$ cat src/rtl/baud_pkg.sv
// baud_pkg: default widths, reset divisor and 50 MHz divisor table for baud_tick_gen
package baud_pkg;
   localparam int DEF_DIV_W = 16;
   localparam int DEF_FRAC_W = 4;
   localparam int DEF_OSR = 16;
   localparam int DEF_RST_DIV_INT = 324;
   localparam int DEF_RST_DIV_FRAC = 8;
   typedef enum logic [1:0] {BAUD_9600, BAUD_19200, BAUD_57600, BAUD_115200} baud_e;
   typedef struct packed {
      logic [15:0] div_int;
      logic [3:0] div_frac;
   } baud_div_t;
   function automatic baud_div_t baud_div(input baud_e b);
      return b == BAUD_9600 ? '{16'd324, 4'd8} :
             b == BAUD_19200 ? '{16'd161, 4'd12} :
             b == BAUD_57600 ? '{16'd53, 4'd4} : '{16'd26, 4'd2};
   endfunction
endpackage

$ cat src/rtl/baud_tick_gen_mod_counter.sv
// mod_counter: wrap-at-limit counter (clk, rstn, en, clr, limit -> cnt, term)
module mod_counter #(
   parameter int W = 8
) (
   input logic clk,
   input logic rstn,
   input logic en,
   input logic clr,
   input logic [W-1:0] limit,
   output logic [W-1:0] cnt,
   output logic term
);
   assign term = en && cnt == limit;
   always_ff @(posedge clk or negedge rstn)
      if (!rstn) cnt <= '0;
      else cnt <= (clr || term) ? '0 : en ? cnt + 1'b1 : cnt;
endmodule

$ cat src/rtl/baud_tick_gen.sv
// baud_tick_gen: fractional baud prescaler (clk, rstn, enable, restart, load, div_int, div_frac -> os_tick, bit_tick, mid_tick, cfg_pending)
module baud_tick_gen import baud_pkg::*; #(
   parameter int DIV_W = DEF_DIV_W,
   parameter int FRAC_W = DEF_FRAC_W,
   parameter int OSR = DEF_OSR,
   parameter int RST_DIV_INT = DEF_RST_DIV_INT,
   parameter int RST_DIV_FRAC = DEF_RST_DIV_FRAC
) (
   input logic clk,
   input logic rstn,
   input logic enable,
   input logic restart,
   input logic load,
   input logic [DIV_W-1:0] div_int,
   input logic [FRAC_W-1:0] div_frac,
   output logic os_tick,
   output logic bit_tick,
   output logic mid_tick,
   output logic cfg_pending
);
   localparam int OS_W = $clog2(OSR);
   logic [DIV_W-1:0] act_int, pend_int;
   logic [FRAC_W-1:0] act_frac, pend_frac, frac_acc;
   logic [FRAC_W:0] sum;
   logic [DIV_W:0] limit, cnt;
   logic [OS_W-1:0] os_cnt;
   logic pre_term, os_wrap, tick, direct;
   assign sum = {1'b0, frac_acc} + {1'b0, act_frac};
   // one extra bit keeps all-ones div_int plus carry from overflowing
   assign limit = {1'b0, act_int} + {{DIV_W{1'b0}}, sum[FRAC_W]};
   assign tick = pre_term && !restart;
   // loads that cannot split a running period are applied immediately
   assign direct = load && (tick || restart || !enable);
   mod_counter #(.W(DIV_W + 1)) u_pre (
      .clk(clk), .rstn(rstn), .en(enable), .clr(restart),
      .limit(limit), .cnt(cnt), .term(pre_term)
   );
   mod_counter #(.W(OS_W)) u_os (
      .clk(clk), .rstn(rstn), .en(tick), .clr(restart),
      .limit(OS_W'(OSR - 1)), .cnt(os_cnt), .term(os_wrap)
   );
   always_ff @(posedge clk or negedge rstn)
      if (!rstn) begin
         os_tick <= 1'b0;
         bit_tick <= 1'b0;
         mid_tick <= 1'b0;
         cfg_pending <= 1'b0;
         frac_acc <= '0;
         act_int <= DIV_W'(RST_DIV_INT);
         act_frac <= FRAC_W'(RST_DIV_FRAC);
         pend_int <= '0;
         pend_frac <= '0;
      end else begin
         os_tick <= tick;
         bit_tick <= os_wrap;
         mid_tick <= tick && os_cnt == OS_W'(OSR / 2 - 1);
         frac_acc <= restart ? '0 : tick ? sum[FRAC_W-1:0] : frac_acc;
         if (direct) begin
            act_int <= div_int;
            act_frac <= div_frac;
            cfg_pending <= 1'b0;
         end else if (load) begin
            pend_int <= div_int;
            pend_frac <= div_frac;
            cfg_pending <= 1'b1;
         end else if (tick && cfg_pending) begin
            act_int <= pend_int;
            act_frac <= pend_frac;
            cfg_pending <= 1'b0;
         end
      end
endmodule
$ cat config.mk
export PLATFORM = sky130hd
export DESIGN_NAME = baud_tick_gen
export DESIGN_NICKNAME = d
export VERILOG_FILES = /design/src/rtl/baud_pkg.sv /design/src/rtl/baud_tick_gen_mod_counter.sv /design/src/rtl/baud_tick_gen.sv
export SDC_FILE = /design/constraint.sdc
export NUM_CORES = 1
export LEC_CHECK = 0
export CAP_MARGIN = 10
export CORE_UTILIZATION = 38
export DETAILED_ROUTE_END_ITERATION = 8
export GPL_TIMING_DRIVEN = 0
export PLACE_DENSITY_LB_ADDON = 0.05
export SLEW_MARGIN = 40
export SYNTH_ARGS = -nofsm -noshare
export SYNTH_HDL_FRONTEND = slang
export SYNTH_SLANG_ARGS = --single-unit
export TNS_END_PERCENT = 100
$ cat constraint.sdc
create_clock -name clk -period 3.7 [get_ports clk]
set_input_delay 0.37 -clock clk [delete_from_list [all_inputs] [get_ports clk]]
set_output_delay 0.37 -clock clk [all_outputs]
set_load 0.03 [all_outputs]
# Word-level counts from Yosys, hierarchy flattened
# Cells that the tools add are included.
# word_totals
wordCells,54
out_inout_bits,4
ff_bits,69
# op_classes
bitwise_logic,1
n_reduce_logical,19
mux,15
n_addsub,4
eq_ne,4
# ops
op,count
$mux W16,3
$mux W17,2
$mux W4,7
$add A16 B1 Y17,1
$add A17 B1 Y17 const B,1
$eq A17 B17 Y1,1
$reduce_bool A2 Y1,4
$logic_and A1 B1 Y1,6
$add A4 B4 Y5,1
$add A4 B1 Y4 const B,1
$eq A4 B3 Y1 const B,1
$eq A4 B4 Y1 const B,1
$logic_or A1 B1 Y1,4
$reduce_and A2 Y1,2
$mux W1,3
$reduce_bool A3 Y1,1
$logic_not A1 Y1,2
$ne A2 B1 Y1 const B,1
$not A1 Y1,1

# Depth between registers and ports, before layout
# depth
ltp_word,10
ltp_mapped,16

# Hierarchy
# From an unflattened synthesis, not the netlist that was laid out.
# hier_totals
hier_cells,324
hier_area_um2,3985.1
# modules_own_cells
mod,cells_each,instances,area_per_inst_um2,seq_area_each_um2
baud_tick_gen,195,1,2682.6,1206.2
mod_counter (u_pre),105,1,1023.5,425.4
mod_counter (u_os),24,1,279.0,100.1

# Worst setup path after synthesis
# No wires, ideal clock.
# synth_path
path_type,reg2reg
start,register act_frac[0]
end,register act_frac[0]
setup_slack_ps,-120
arrival_ps,3693
stages_incl_launch_ff,17
path_buffers,1
path_cell_list,dfrtp_1 -> ha_1 -> inv_1 -> fa_1 -> nor2b_1 -> o21ai_0 -> nand2b_1 -> ha_1 -> ha_1 -> nand3_1 -> or3_1 -> a211oi_1 -> o311ai_2 -> nor4_1 -> buf_2 -> mux2_2 -> mux2_1
# synth_via
elab_chain_cells,10
elab_cells_between_ends,13
classes_between,2 x add/sub; 2 x eq/ne; 1 x mux; 8 x reduce/logical
# synth_rtl
item,line_no,rtl
start: declaration,baud_tick_gen.sv:23,"logic [FRAC_W-1:0] act_frac, pend_frac, frac_acc;"
start signal: assignment,baud_tick_gen.sv:50,act_frac <= FRAC_W'(RST_DIV_FRAC);
start signal: assignment,baud_tick_gen.sv:60,act_frac <= div_frac;
start signal: assignment,baud_tick_gen.sv:68,act_frac <= pend_frac;
$add A4 B4 Y5 *,baud_tick_gen.sv:28,"assign sum = {1'b0, frac_acc} + {1'b0, act_frac};"
$add A16 B1 Y17 *,baud_tick_gen.sv:30,"assign limit = {1'b0, act_int} + {{DIV_W{1'b0}}, sum[FRAC_W]};"
$eq A17 B17 Y1 *,baud_tick_gen_mod_counter.sv:13,assign term = en && cnt == limit;
$logic_and A1 B1 Y1 *,baud_tick_gen_mod_counter.sv:13,
$logic_and A1 B1 Y1 *,baud_tick_gen.sv:31,assign tick = pre_term && !restart;
$logic_or A1 B1 Y1 (2 in series),baud_tick_gen.sv:33,assign direct = load && (tick || restart || !enable);
$logic_and A1 B1 Y1,baud_tick_gen.sv:33,
$ne A2 B1 Y1 (no source line) / $reduce_bool A2 Y1 (equally long branches),-,
$reduce_and A2 Y1 (no source line),-,
# Every way passes the cells marked *; elsewhere a longest branch is shown, timed or not.
# A chain may end at the register's enable or synchronous reset.

# Final worst setup path
# layout_path
start,register frac_acc[0]
end,register act_int[1]
# layout_via
elab_chain_cells,10
elab_cells_between_ends,13
classes_between,2 x add/sub; 2 x eq/ne; 1 x mux; 8 x reduce/logical
# layout_rtl
item,line_no,rtl
start: declaration,baud_tick_gen.sv:23,
start signal: assignment,baud_tick_gen.sv:57,frac_acc <= restart ? '0 : tick ? sum[FRAC_W-1:0] : frac_acc;
$add A4 B4 Y5 *,baud_tick_gen.sv:28,
$add A16 B1 Y17 *,baud_tick_gen.sv:30,
$eq A17 B17 Y1 *,baud_tick_gen_mod_counter.sv:13,
$logic_and A1 B1 Y1 *,baud_tick_gen_mod_counter.sv:13,
$logic_and A1 B1 Y1 *,baud_tick_gen.sv:31,
$logic_or A1 B1 Y1 (2 in series),baud_tick_gen.sv:33,
$logic_and A1 B1 Y1,baud_tick_gen.sv:33,
$ne A2 B1 Y1 (no source line) / $reduce_bool A2 Y1 (equally long branches),-,
$reduce_and A2 Y1 (no source line),-,
end signal: assignment,baud_tick_gen.sv:49,act_int <= DIV_W'(RST_DIV_INT);
end signal: assignment,baud_tick_gen.sv:59,act_int <= div_int;
end signal: assignment,baud_tick_gen.sv:67,act_int <= pend_int;
end: declaration,baud_tick_gen.sv:22,"logic [DIV_W-1:0] act_int, pend_int;"
# Marked as above.

==> results.py <==
metrics = {
    "logic_synthesis": {
        "yosys_warnings": 0,
        "synthArstFlopShare_pct": 100,
        "syn_nets": 374,
        "syn_area_um2": 3820,
        "synthCells": 340,
        "yosys_most_used_dff": "dfrtp_1",
        "synth-edff-count": 0,
        "seq_area_frac_synth_pct": 45.3,
        "syn_avg_cell_area_um2": 11.2,
        "synth.distinct_cells": 49,
        "synth_seq_cells": 69,
    },
    "clock_network": {
        "cts_tree": "done",
        "cts_buffers": 9,
        "clk_pin_slew_ps": 80,
        "clkLatencyLatePin_ps": 350,
        "clock_sinks": 69,
        "root_buffer": "clkbuf_8",
        "max-clock-path-buffers": 2,
        "htree_levels": 3,
    },
    "critical_path": {
        "crit_fanout": 5,
        "critPathLaunch": "frac_acc[0]$_DFFE_PN0P_",
        "cp_slowest_cell": "or4_4",
        "cpPeakStageDelay_ps": 420,
        "required_ps": 3920,
        "worstPathArrival_ps": 4190,
        "cp-start-kind": "flop",
        "crit_path_end_kind": "flop",
        "worstPathBufferInverterCount": 5,
        "path_cells": "ha_2 > inv_2 > fa_2 > nor2b_1 > o21ai_1 > nand2b_1 > ha_4 > nand4_1 > buf_4 > or4_4 > a32oi_2 > a21oi_4 > buf_4 > o41ai_4 > buf_4 > o21ai_4 > buf_4 > mux2_1",
        "path_delay_family": "compound AO/OA/AOI/OAI gates",
        "path_class": "reg -> reg",
        "cp_common_cell": "buf_4",
        "reg2reg_from": "frac_acc[0]$_DFFE_PN0P_",
    },
    "drt": {
        "first_iter_violations": 53,
        "via_per_inst": 5.07,
        "drt_pass1_iterations": 4,
        "drc_errors": 0,
        "wl_per_cell_um": 16.6,
        "num_vias": 2767,
        "antenna_left": 0,
        "drt_wl_total_um": 9070,
    },
    "global_routing": {
        "antenna_found_initial": 0,
        "grt_max_degree": 47,
        "grt_pass1_vias": 2732,
        "grt_first_pass_wirelength_um": 14500,
        "grt-ovfl-total": 0,
        "grt_usage_pct": 18.5,
    },
    "finish": {
        "stdcell_count": 546,
        "layout_common_cells": "dfrtp_1, mux2_4, mux2_2, nor2_1, clkdlybuf4s50_1",
        "drive_gt1_share_pct": 38.0,
        "nFillCells": 870,
        "postLayoutCoreUtil_pct": 53.0,
        "antenna_cells": 0,
        "final_area_um2": 5180,
        "nets": 442,
        "final_common_cell": "dfrtp_1",
        "syn_to_final_growth_pct": 35.5,
    },
    "placed_design": {
        "gp_congestion": 0.846,
        "numPortBuffers": 27,
        "place_ws_ps": -559,
        "placedCellCount": 501,
        "dpl_cell_area_um2": 4350,
        "dp_hpwl_um": 5830,
    },
    "power": {
        "power_density_nw_per_um2": 370,
        "ir_drop_v": 0.000245,
        "finalPower_mw": 1.92,
        "leakagePower_nw": 2.20,
    },
    "floorplan": {
        "coreArea_um2": 9770,
        "dieArea_um2": 10500,
        "die_x_um": 102,
        "fp.dieH_um": 102,
        "initial_core_util_pct": 39.1,
        "row_count": 36,
        "io_pins": 29,
    },
    "sta": {
        "max-slew-margin-rel_pct": 64.0,
        "fin_ws_ps": -266,
        "fin_crit_ps": 3970,
        "slew_viol_final": 0,
        "tns_ps": -9120,
        "rsz0062_at_grt": "yes",
        "period_share_pct": 107,
        "skew_ps": 16.2,
        "fmax_mhz": 252,
        "hold_slack_ps": 434,
        "tightest_slew_ps": 540,
        "hold_viol_final": 0,
        "setup_viol": 44,
    },
    "outcome": {
        "status": "complete, but fails checks",
        "violations": "setup timing",
    },
    "min_path": {
        "min_path_type": "in -> async",
    },
    "flow_run": {
        "cap_violations": 0,
    },
}
worst paths after layout:
path                       cells past startpoint  slack [ps]                        to
setup / recovery                              18        -270    act_int[1]$_DFFE_PN0P_
hold / removal                                 2         430        mid_tick$_DFF_PN0_
setup reg to reg                              18        -270    act_int[1]$_DFFE_PN0P_
hold reg to reg                                1         510  pend_frac[2]$_DFFE_PN0P_
max in group asynchronous                      3        2700    act_int[2]$_DFFE_PN1P_
min in group clk                               2         450   u_os.cnt[0]$_DFFE_PN0P_
cell type report:
cell class	count	area, µm²	area share (%)
Buffer	11	104	2.00
Clock buffer	11	151	2.92
Clock inverter	5	57.6	1.11
Inverter	11	41.3	0.797
Multi-Input combinational cell	247	2320	44.8
Sequential cell	69	1730	33.4
Tap cell	133	166	3.21
Timing Repair Buffer	59	607	11.7
sequential cells by signal, summed over array words and instances, names as in the netlist:
register,cells
bit_tick,1
u_os.cnt,4
pend_frac,4
pend_int,16
act_frac,4
frac_acc,4
os_tick,1
u_pre.cnt,17
cfg_pending,1
mid_tick,1
act_int,16
repair_timing:
action	4_1_cts	5_1_grt
hold endpoints to repair	23	0
pin swaps	8	18
hold buffers	1	0
endpoints found under the setup margin	69	53
gates cloned	4	2
buffers inserted	17	7
gates resized for setup	42	44
power by group:
part | switching (mW) | internal [mW]
Clock | 0.301 | 0.350
Combinational | 0.147 | 0.211
Sequential | 0.0743 | 0.832
metal layers:
layer	up-vias	global-route usage (%)	part of all wire [%]
li1	1347	-	-
met1	1361	25.8	49
met2	49	29.4	47
met3	10	3.90	3.0
met4	0	4.62	1.1
met5	-	0	0
cell families (layout without fill, tap and decap cells):
kind of cell / count (synthesis) / count (layout) / share of synthesized area, %
buf+inv: 24 / 97 / 2.91
xor+xnor: 39 / 39 / 8.93
flops: 69 / 69 / 45.3
fa+ha+maj: 9 / 9 / 3.14
mux: 66 / 66 / 19.2
simple gates: 105 / 105 / 15.0
compound gates: 28 / 28 / 5.50
Yosys cell counts, types with 2 or more instances:
| cell | instances | area share, % |
|---|---|---|
| and3_1 | 5 | 0.82 |
| buf_2 | 5 | 0.65 |
| nand4_2 | 2 | 0.65 |
| clkbuf_1 | 5 | 0.49 |
| ha_1 | 8 | 2.6 |
| nand4_1 | 6 | 0.98 |
| nor2_1 | 27 | 2.6 |
| nand2b_1 | 2 | 0.33 |
| a21oi_1 | 6 | 0.79 |
| nor4_2 | 2 | 0.65 |
| or3_1 | 5 | 0.82 |
| mux2i_1 | 6 | 1.6 |
| and4_1 | 2 | 0.46 |
| o21ai_0 | 6 | 0.79 |
| mux2_1 | 23 | 6.8 |
| nand2_1 | 13 | 1.3 |
| buf_6 | 2 | 0.59 |
| nor4_1 | 4 | 0.65 |
| nor3_1 | 6 | 0.79 |
| inv_1 | 11 | 1.1 |
| a31oi_1 | 3 | 0.49 |
| and2_1 | 3 | 0.49 |
| dfstp_2 | 4 | 2.7 |
| xor2_1 | 16 | 3.7 |
| mux2_2 | 37 | 11 |
| nand3_1 | 16 | 2.1 |
| a211oi_1 | 2 | 0.39 |
| or2_2 | 2 | 0.33 |
| xnor2_1 | 23 | 5.3 |
| or4_1 | 5 | 0.98 |
| dfrtp_1 | 65 | 43 |
(Power assumes the default switching activity.)
